`config.mk`:
```
export PLATFORM = sky130hd
export DESIGN_NAME = score_display
export DESIGN_NICKNAME = d
export VERILOG_FILES = /design/src/rtl/score_display.sv
export SDC_FILE = /design/constraint.sdc
export NUM_CORES = 1
export LEC_CHECK = 0
export CAP_MARGIN = 20
export CORE_MARGIN = 3
export CORE_UTILIZATION = 50
export CTS_BUF_LIST = sky130_fd_sc_hd__clkbuf_4 sky130_fd_sc_hd__clkbuf_8 sky130_fd_sc_hd__clkbuf_16
export CTS_CLUSTER_DIAMETER = 100
export DETAILED_ROUTE_END_ITERATION = 10
export GPL_TIMING_DRIVEN = 0
export PLACE_DENSITY = 0.84
export SETUP_SLACK_MARGIN = 0.5
export SYNTH_ARGS = -nofsm -noshare
export SYNTH_HDL_FRONTEND = slang
export SYNTH_SLANG_ARGS = --single-unit
```
`constraint.sdc`:
```
create_clock -name i_clk -period 5 [get_ports i_clk]
set_input_delay 1 -clock i_clk [delete_from_list [all_inputs] [get_ports i_clk]]
set_output_delay 1 -clock i_clk [all_outputs]
set_load 0.02 [all_outputs]
```
`src/rtl/score_display.sv`:
```
// score_display
//   Draws the 8-bit game score as up to three decimal digits (3x5 font,
//   scaled x4) in the top strip of the VGA frame. The score is converted
//   from binary to BCD once per frame, during vertical blanking, by a
//   sequential double-dabble converter. The displayed digits therefore
//   never change partway through a frame.
//
// Parameters
//   X0          left edge of the hundreds digit (pixels)
//   Y0          top edge of the digits (pixels)
//   SCORE_COLOR colour of lit glyph pixels
// Ports
//   i_clk       pixel clock (shared with the VGA timing generator)
//   i_rst_n     asynchronous active-low reset
//   i_hpos      current pixel x coordinate
//   i_vpos      current pixel y coordinate
//   i_score     binary score, 0..255
//   o_score_rgb glyph colour, or 3'b000 where nothing is drawn (1-cycle latency)
//   o_digits    displayed BCD value {hundreds, tens, ones}
//   o_busy      high while a conversion is in progress
module score_display #(
  parameter logic [9:0] X0          = 10'd8,
  parameter logic [9:0] Y0          = 10'd6,
  parameter logic [2:0] SCORE_COLOR = 3'b111
) (
  input  logic        i_clk,
  input  logic        i_rst_n,
  input  logic [9:0]  i_hpos,
  input  logic [9:0]  i_vpos,
  input  logic [7:0]  i_score,
  output logic [2:0]  o_score_rgb,
  output logic [11:0] o_digits,
  output logic        o_busy
);

  typedef enum logic {IDLE, CONVERT} state_t;

  state_t      state, state_next;
  logic [19:0] shift_q, shift_step;
  logic [2:0]  iter_q;
  logic        strobe, last_iter;

  logic [9:0]  rx, ry;
  logic        in_region, blank, pix_on;
  logic [3:0]  cur_digit;
  logic [2:0]  glyph_row, col_shift;

  function automatic logic [3:0] add3(input logic [3:0] n);
    return (n >= 4'd5) ? n + 4'd3 : n;
  endfunction

  // Glyph rows, top to bottom, MSB = leftmost column.
  function automatic logic [2:0] font_row(input logic [3:0] d, input logic [2:0] r);
    logic [14:0] g;
    case (d)
      4'd0:    g = 15'b111_101_101_101_111;
      4'd1:    g = 15'b010_110_010_010_111;
      4'd2:    g = 15'b111_001_111_100_111;
      4'd3:    g = 15'b111_001_111_001_111;
      4'd4:    g = 15'b101_101_111_001_001;
      4'd5:    g = 15'b111_100_111_001_111;
      4'd6:    g = 15'b111_100_111_101_111;
      4'd7:    g = 15'b111_001_001_001_001;
      4'd8:    g = 15'b111_101_111_101_111;
      4'd9:    g = 15'b111_101_111_001_111;
      default: g = '0;
    endcase
    case (r)
      3'd0:    return g[14:12];
      3'd1:    return g[11:9];
      3'd2:    return g[8:6];
      3'd3:    return g[5:3];
      3'd4:    return g[2:0];
      default: return '0;
    endcase
  endfunction

  assign strobe    = (i_vpos == 10'd480) && (i_hpos == 10'd0);
  assign last_iter = (iter_q == 3'd7);

  // One double-dabble step: correct BCD nibbles, then shift left.
  always_comb begin
    shift_step = {add3(shift_q[19:16]), add3(shift_q[15:12]),
                  add3(shift_q[11:8]), shift_q[7:0]} << 1;
  end

  // State register
  always_ff @(posedge i_clk or negedge i_rst_n) begin
    if (!i_rst_n) state <= IDLE;
    else          state <= state_next;
  end

  // Next-state logic; strobes while converting are ignored
  always_comb begin
    state_next = state;
    case (state)
      IDLE:    if (strobe)    state_next = CONVERT;
      CONVERT: if (last_iter) state_next = IDLE;
      default:                state_next = IDLE;
    endcase
  end

  // Outputs
  always_comb begin
    o_busy = (state == CONVERT);
  end

  // Converter datapath
  always_ff @(posedge i_clk or negedge i_rst_n) begin
    if (!i_rst_n) begin
      shift_q  <= '0;
      iter_q   <= '0;
      o_digits <= '0;
    end else begin
      case (state)
        IDLE: begin
          if (strobe) begin
            shift_q <= {12'b0, i_score};
            iter_q  <= '0;
          end
        end
        CONVERT: begin
          shift_q <= shift_step;
          iter_q  <= iter_q + 3'd1;
          if (last_iter) o_digits <= shift_step[19:8];
        end
        default: ;
      endcase
    end
  end

  // Pixel path. Coordinates left of / above the origin wrap to large
  // unsigned values and fall outside the region.
  always_comb begin
    rx        = i_hpos - X0;
    ry        = i_vpos - Y0;
    in_region = (rx < 10'd48) && (ry < 10'd20) && (rx[3:0] < 4'd12);
    case (rx[5:4])
      2'd0: begin
        cur_digit = o_digits[11:8];
        blank     = (o_digits[11:8] == 4'd0);
      end
      2'd1: begin
        cur_digit = o_digits[7:4];
        blank     = (o_digits[11:4] == 8'd0);
      end
      default: begin
        cur_digit = o_digits[3:0];
        blank     = 1'b0;
      end
    endcase
    glyph_row = font_row(cur_digit, ry[4:2]);
    col_shift = glyph_row << rx[3:2];
    pix_on    = in_region && !blank && col_shift[2];
  end

  always_ff @(posedge i_clk or negedge i_rst_n) begin
    if (!i_rst_n) o_score_rgb <= '0;
    else          o_score_rgb <= pix_on ? SCORE_COLOR : 3'b000;
  end

endmodule

```
* Yosys cells after proc, flatten, opt, wreduce, memory -nomap -nowiden
Memory sizes are Yosys's and may differ from the RTL's. Index checks and enable logic that the tools add are counted.
Storage, ports and cells: bits in registers 39, bits in latches 0, bits in writable memories 0, ROM bits 240, bits of input ports 30, logic and storage cells 54, memories kept 1
Memory list:
- (no name shown) | words 16, bits a word 15, rd ports 1, clocked after Yosys merged registers in 0, wr ports 0, RTL line 55 | case (d)
Operators by class: add/sub/neg operators 6, multipliers 0, div/mod/pow operators 0, $lt $le $gt $ge 6, eq/ne operators 8, shifts and indexed selects 1, muxes and demuxes 14, bitwise gates (word level) 1, reduce and logical (&&, ||, !) cells 12
Operators by type and width (number):
- $pmux 20 s2 | 1
- $mux 20 | 1
- $pmux 3 s5 | 1
- $ge 4x3->1 const B | 3
- $eq 10x9->1 const B | 1
- $logic_not 10->1 | 1
- $lt 10x5->1 const B | 1
- $lt 10x6->1 const B | 1
- $sub 10x3->10 const B | 1
- $sub 10x4->10 const B | 1
- $mux 3 | 3
- $add 4x2->4 const B | 2
- $logic_not 8->1 | 1
- $mux 4 | 2
- $pmux 4 s2 | 1
- $eq 3x2->1 const B | 2
- $eq 3x3->1 const B | 2
- $pmux 3 s2 | 1
- $logic_and 1x1->1 | 5
- $logic_not 4->1 | 1
- $lt 4x4->1 const B | 1
- $pmux 1 s2 | 2
- $add 3x1->3 const B | 1
- $add 3x2->3 const B | 1
- other kinds (10) | 11

* Logic depth before layout (Yosys ltp)
An unclocked memory read counts as a cell.
word-level depth 8, gate-level depth with buffers 12

* Worst setup path before layout
Ideal clock, no wire load.
path type input-to-reg, start point input port i_hpos[3], end point register o_score_rgb[1], arrival time 3.084 ns, slack 1.783 ns, cell stages on the path 12, path through inv_1 -> ha_1 -> buf_6 -> mux2_4 -> mux2_2 -> inv_1 -> ha_1 -> nand2_1 -> a21oi_1 -> o32ai_1 -> a222oi_1 -> a31oi_1
Between the ends: cells in the longest elaborated chain, start to end 8, elaborated cells on any way between the ends 16, classes of those cells 1 x add/sub; 2 x order compare; 1 x eq/ne; 1 x shift; 4 x mux; 6 x reduce/logical; 1 x memory
RTL lines:
- from (decl) | RTL line 28 | input logic [9:0] i_hpos,
- $sub 10x4->10 * | RTL line 135 | rx = i_hpos - X0;
- $eq 2x1->1 or $logic_not 2->1 (tied branches) | RTL line 138 | case (rx[5:4])
- $pmux 4 s2 | RTL line 138
- $mem_v2 16x15
- $pmux 3 s5 | RTL line 68 | case (r)
- $shl 3x2->3 | RTL line 153 | col_shift = glyph_row << rx[3:2];
- $logic_and 1x1->1 * | RTL line 154 | pix_on = in_region && !blank && col_shift[2];
- net pix_on | RTL line 44 | logic in_region, blank, pix_on;
- $mux 3 * | RTL line 159 | else o_score_rgb <= pix_on ? SCORE_COLOR : 3'b000;
- to (signal assigned) | RTL line 159
- to (decl) | RTL line 31 | output logic [2:0] o_score_rgb,
The timed path passes the listed nets; every way through them passes the cells marked *. A chain may end at the register's enable or synchronous reset.

* Worst setup path in the final report
Ends and elaborated chain as after synthesis.

==> results.yml <==
floorplanning:
  dieArea_um2: 6070
  io_pins: 46
  start_util: 0.534
  rows: 25
  die_w_um: 77.9
  coreArea_um2: 4850
  die_h_um: 77.9
route:
  final_antenna_net_count: 0
  via_count: 2255
  wl_met3_um: 381
  drc: 0
  routedWlPerCell_um: 14.8
  drt-initial-drc-count: 178
  wl_met1_mm: 2.54
  wl_met2_mm: 2.96
  routed_wl_mm: 5.98
  firstDrtPassIters: 4
  top_layer: "met4"
  vias_per_cell: 5.58
clock_tree:
  cts_tree: "built"
  cts_buffer_depth: 2
  cts_hold_buf: 0
  insertion_delay_ps: 300
  h-tree-depth: 2
  cts_made_buffers: 5
  root_buffer: "clkbuf_8"
  numClockSinks: 37
  ctsResizeCount: 0
  cts_setup_buffers: 0
  clk_pin_slew_ps: 80
setup_path:
  critPathMaxStageDelay_ps: 640
  crit_arrival_ps: 4130
  crit_path_start_kind: "input port"
  critPathCaptureType: "flip-flop"
  critPathKind: "input port to flip-flop"
  cp_max_fo: 7
  crit_required_ps: 5160
  crit_chain: "clkdlybuf4s50_1 > inv_1 > ha_1 > buf_6 > mux2_4 > mux2_2 > inv_1 > ha_1 > nand2_1 > a21oi_1 > o32ai_1 > a222oi_1 > a31oi_1"
  cpMaxStageDelayCell: "clkdlybuf4s50_1"
outcome:
  status: "completed"
grt:
  grt_pass1_vias: 2345
  grt_pass1_wl_mm: 10.6
  track_usage: 0.214
  overflow: 0
  grt_max_degree: 38
  antenna_found_initial: 0
timing:
  fin_ws_ps: 1030
  setup_viol: 0
  tightestPinTransition_ps: 824
  setup_tns_ps: 0
  fmax_mhz: 252
  grt_setup_unrepaired: "no"
  hold_violations: 0
  slew_viol_final: 0
  period_needed_ps: 3970
  final.period_utilization: 0.794
  slew_headroom: 0.451
  skew_ps: 11.1
pwr:
  vdd_drop_max_uv: 193
  p_total_uw: 647
  leakagePower_uw: 0.00140
  power.density_nw_per_um2: 201
placed_design:
  place_congestion: 0.793
  portBuffers: 43
  placed_area_um2: 3100
  dp_hpwl_mm: 4.52
  dp_slack_ps: 788
yosys:
  synthArstFlopShare: 1.00
  syn_area_per_cell_um2: 9.05
  synth_top_family_by_area: "simple AND/OR/NAND/NOR gates"
  ys.flop_type: "dfrtp_1"
  ys_types: 45
  netlist_top_cells_area: "dfrtp_1, mux2i_1, ha_1, nand2_1, o21ai_0"
  syn_area_um2: 2590
  synthSimpleGateAreaFrac: 0.160
  synth.net_count: 332
  synthTopCellsByCount: "nand2_1, dfrtp_1, o21ai_0"
  synthCells: 286
  synth_top_area_cell: "dfrtp_1"
  synth_compound_area_frac: 0.155
  yosys-mux-area-fraction: 0.140
  yosysMostFrequentCell: "nand2_1"
  ys_seq_area_frac: 0.358
  ys_seq_elements: 37
  yosys.area.top_type_share: 0.358
  yosys.area_share.adder: 0.0774
  synth-edff-count: 0
  synthXorXnorAreaFrac: 0.0411
  yosysWarnings: 0
layout:
  insertedDiodeCount: 0
  area_growth_pct: 24.1
  fill_cells: 401
  drive_gt1_frac: 0.0950
  nets: 382
  utilization: 0.662
  design_area_um2: 3210
min_path:
  hp-class: "flip-flop to flip-flop"
flow_run:
  maxCapViolCount: 0
flip-flops by register name, summed over array words and instances, names as in the netlist:
register	flops
iter_q	3
o_busy	1
o_digits	12
o_score_rgb	1
shift_q	20
layout by cell type (no fill, tap or decap), types with 5 or more instances in the layout:
master	Yosys	routed
nand2_1	48	48
clkdlybuf4s50_1	0	42
dfrtp_1	37	37
o21ai_0	27	27
mux2i_1	22	22
inv_1	16	16
ha_1	16	16
a21oi_1	14	14
nor2_1	11	11
mux2_2	10	10
clkbuf_1	7	7
xnor2_1	7	7
nor3_1	6	6
nor3b_1	6	6
clkbuf_8	0	5
critical path, delay by kind of cell:
family          cells  cell delay [ps]
buf+inv             4             1120
compound gates      4              760
mux                 2              630
fa+ha+maj           2              560
simple gates        1               80
final timing paths:
check | from | end | slack, ps | cells after the start
worst max-delay path | i_hpos[3] | o_score_rgb[1]$_DFF_PN0_ | 1030 | 13
worst min-delay path | shift_q[5]$_DFFE_PN0P_ | shift_q[6]$_DFFE_PN0P_ | 500 | 2
worst max register to register | o_digits[5]$_DFFE_PN0P_ | o_score_rgb[1]$_DFF_PN0_ | 2630 | 9
worst min register to register | shift_q[5]$_DFFE_PN0P_ | shift_q[6]$_DFFE_PN0P_ | 500 | 2
max in group asynchronous | i_rst_n | shift_q[0]$_DFFE_PN0P_ | 3680 | 1
min in group asynchronous | i_rst_n | o_digits[6]$_DFFE_PN0P_ | 790 | 1
cell families after synthesis:
| kind of cell | after synthesis |
|---|---|
| flip-flops | 37 |
| XOR/XNOR | 10 |
| AND/OR/NAND/NOR | 89 |
| multiplexers | 34 |
| AO/OA/AOI/OAI | 67 |
| buffers and inverters | 33 |
| adder cells (fa/ha/maj) | 16 |
power by group:
group	internal, µW	switching, µW
clock	149	117
sequential	299	0.336
combinational	41.4	40.1
total	490	157
per-stage QoR:
step | hold slack [ps] | instances
after detailed placement | 483 | 396
after global routing | 534 | 404
after floorplan | 453 | 286
final | 495 | 404
after global placement | 472 | 396
after CTS | 499 | 404
metal layers:
layer,global-route usage,vias to the layer above
li1,-,1113
met1,0.258,1053
met2,0.368,78
met3,0.0580,11
met4,0.0699,0
met5,0,-
final cells by class:
cell class | count | area (µm²) | share of cell area
buffer | 17 | 116 | 0.0362
clock buffer | 5 | 68.8 | 0.0214
inverter | 16 | 60.1 | 0.0187
multi-input combinational | 216 | 1490 | 0.462
tap | 67 | 83.8 | 0.0261
timing repair buffer | 43 | 425 | 0.132
clock inverter | 3 | 46.3 | 0.0144
sequential | 37 | 926 | 0.288
(Power assumes the default switching activity.)
==> edit (config.mk and constraints unchanged) <==
The parameter `X0` goes from 10'd8 to 10'd4.
--- a/src/rtl/score_display.sv
+++ b/src/rtl/score_display.sv
@@ -19,7 +19,7 @@
 //   o_digits    displayed BCD value {hundreds, tens, ones}
 //   o_busy      high while a conversion is in progress
 module score_display #(
-  parameter logic [9:0] X0          = 10'd8,
+  parameter logic [9:0] X0          = 10'd4,
   parameter logic [9:0] Y0          = 10'd6,
   parameter logic [2:0] SCORE_COLOR = 3'b111
 ) (
Behaviour: not the same (Yosys sat finds a counterexample within 4 cycles, from zero or initial values and one cycle with i_rst_n low).
==> edit against the original RTL <==
Clock power grew 2%. Sequential cell count stayed put. Area after synthesis grew 1.9%. Worst setup slack worse by 0.24 ns. Wire length is 4.3% higher. First-iteration DRC count grew 12%. Total power rose by 3.0%. Cell area rose by 1.9%. Worst hold slack better by 0.0029 ns. Sequential share of layout area is 0.55 points lower. Register-to-register slack lost 0.06 ns. Largest cell class unchanged. Highest routed layer unchanged.
==> edit: results (changes against the original RTL) <==
Status
  • Status: completed

Timing
  • Worst slew pin tran: 0.808 ns (-0.0162 ns)
  • Clk_skew: 0.00259 ns (-0.00855 ns)
  • Fin crit period: 4.21 ns (+0.243 ns)

Setup path
  • R2R Path Start: o_digits[9]$_DFFE_PN0P_
  • Crit path from: i_hpos[2]
  • Arr. time, crit path: 4.37 ns (+0.24 ns)

Power and ir drop
  • Leak pwr: 1.40 nW (about the same)
  • Sw Pwr: 0.153 mW (-2.5%)
  • Highest ir drop seen on vdd: 0.183 mV (-5.5%)
  • Int Pwr: 0.513 mW (+4.7%)

Synth
  • Register area share after synthesis: 35.1% (-0.68 points)
  • Syn nets: 342 (+3.0%)
  • Post-synthesis cell type count: 53 (+18%)
  • Mux cell area share after synthesis: 12.6% (-1.4 points)
  • Post-synthesis compound-gate area fraction: 17.8% (+2.3 points)
  • Post-Synth XOR/XNOR Area: 2.94% (-1.2 points)
  • Mapped Cells: 295 (+3.1%)
  • Synth area leaders: dfrtp_1, ha_1, mux2i_1
  • Adder-Cell Fraction of Synth Area: 8.06% (+0.33 points)

Routing
  • Routed WL per cell: 15.1 um (+2.1%)
  • Top Metal Used: met4
  • Initial drt markers: 199 (+12%)
  • Met3 wire len: 338 um (-11%)
  • M1 wire length: 2710 um (+6.6%)

Global routing
  • First-pass GRT wire length: 10800 um (+2.3%)
  • GR Layer Usage met1: 25.0% (-0.79 points)
  • GRT Resource Usage Total: 21.2% (-0.15 points)
  • GR Util met2: 38.8% (+2.0 points)
  • GRT met3 Usage: 4.13% (-1.7 points)

Cells and area
  • Buffers, non-clock: 57 (-5.0%)
  • Share of cells above drive strength 1: 10.4% (+0.91 points)
  • Final Util: 66.7% (+0.43 points)
  • Final Instance Count excl. Fillers: 413 (+2.2%)
  • NonClk Buf Share: 15.2% (-1.7 points)
  • Clock-cell share of area: 3.67% (+0.084 points)
  • Multi-In Gates: 231 (+6.9%)
  • Nets: 392 (+2.6%)
  • FF/Latch Area: 926 um^2 (unchanged)
  • Area taken by multi-input logic gates: 1600 um^2 (+7.6%)
  • Inverters excl. clock: 13 (-3)
  • Clock buffer cells: 7 (+2)

Place
  • GP Congestion: 0.853 (+7.5%)
  • Placed instance area: 3150 um^2 (+1.6%)

Clock network
  • Longest Clk Path Bufs: 2 (unchanged)
## edit: what timing repair did
action,CTS,global route
hold buffers,0,0
endpoints found under the setup margin,0,1
gates resized for setup,0,1
setup buffers,0,0
## edit: worst min-delay path by stage
stage                                   endpoint  cells past startpoint              startpoint  slack (ns)
final                     shift_q[1]$_DFFE_PN0P_                      2  shift_q[0]$_DFFE_PN0P_        0.50
after global routing      shift_q[3]$_DFFE_PN0P_                      2  shift_q[2]$_DFFE_PN0P_        0.53
after CTS                 shift_q[3]$_DFFE_PN0P_                      2  shift_q[2]$_DFFE_PN0P_        0.50
after detailed placement  shift_q[3]$_DFFE_PN0P_                      2  shift_q[2]$_DFFE_PN0P_        0.48
after global placement    shift_q[6]$_DFFE_PN0P_                      2  shift_q[5]$_DFFE_PN0P_        0.46
after floorplan           shift_q[1]$_DFFE_PN0P_                      2  shift_q[0]$_DFFE_PN0P_        0.45
## edit: worst min-delay path, cell delays in order, from the launching register on
cell and delay [ns]:
dfrtp_1 0.35, nand2_1 0.05, o21ai_0 0.06
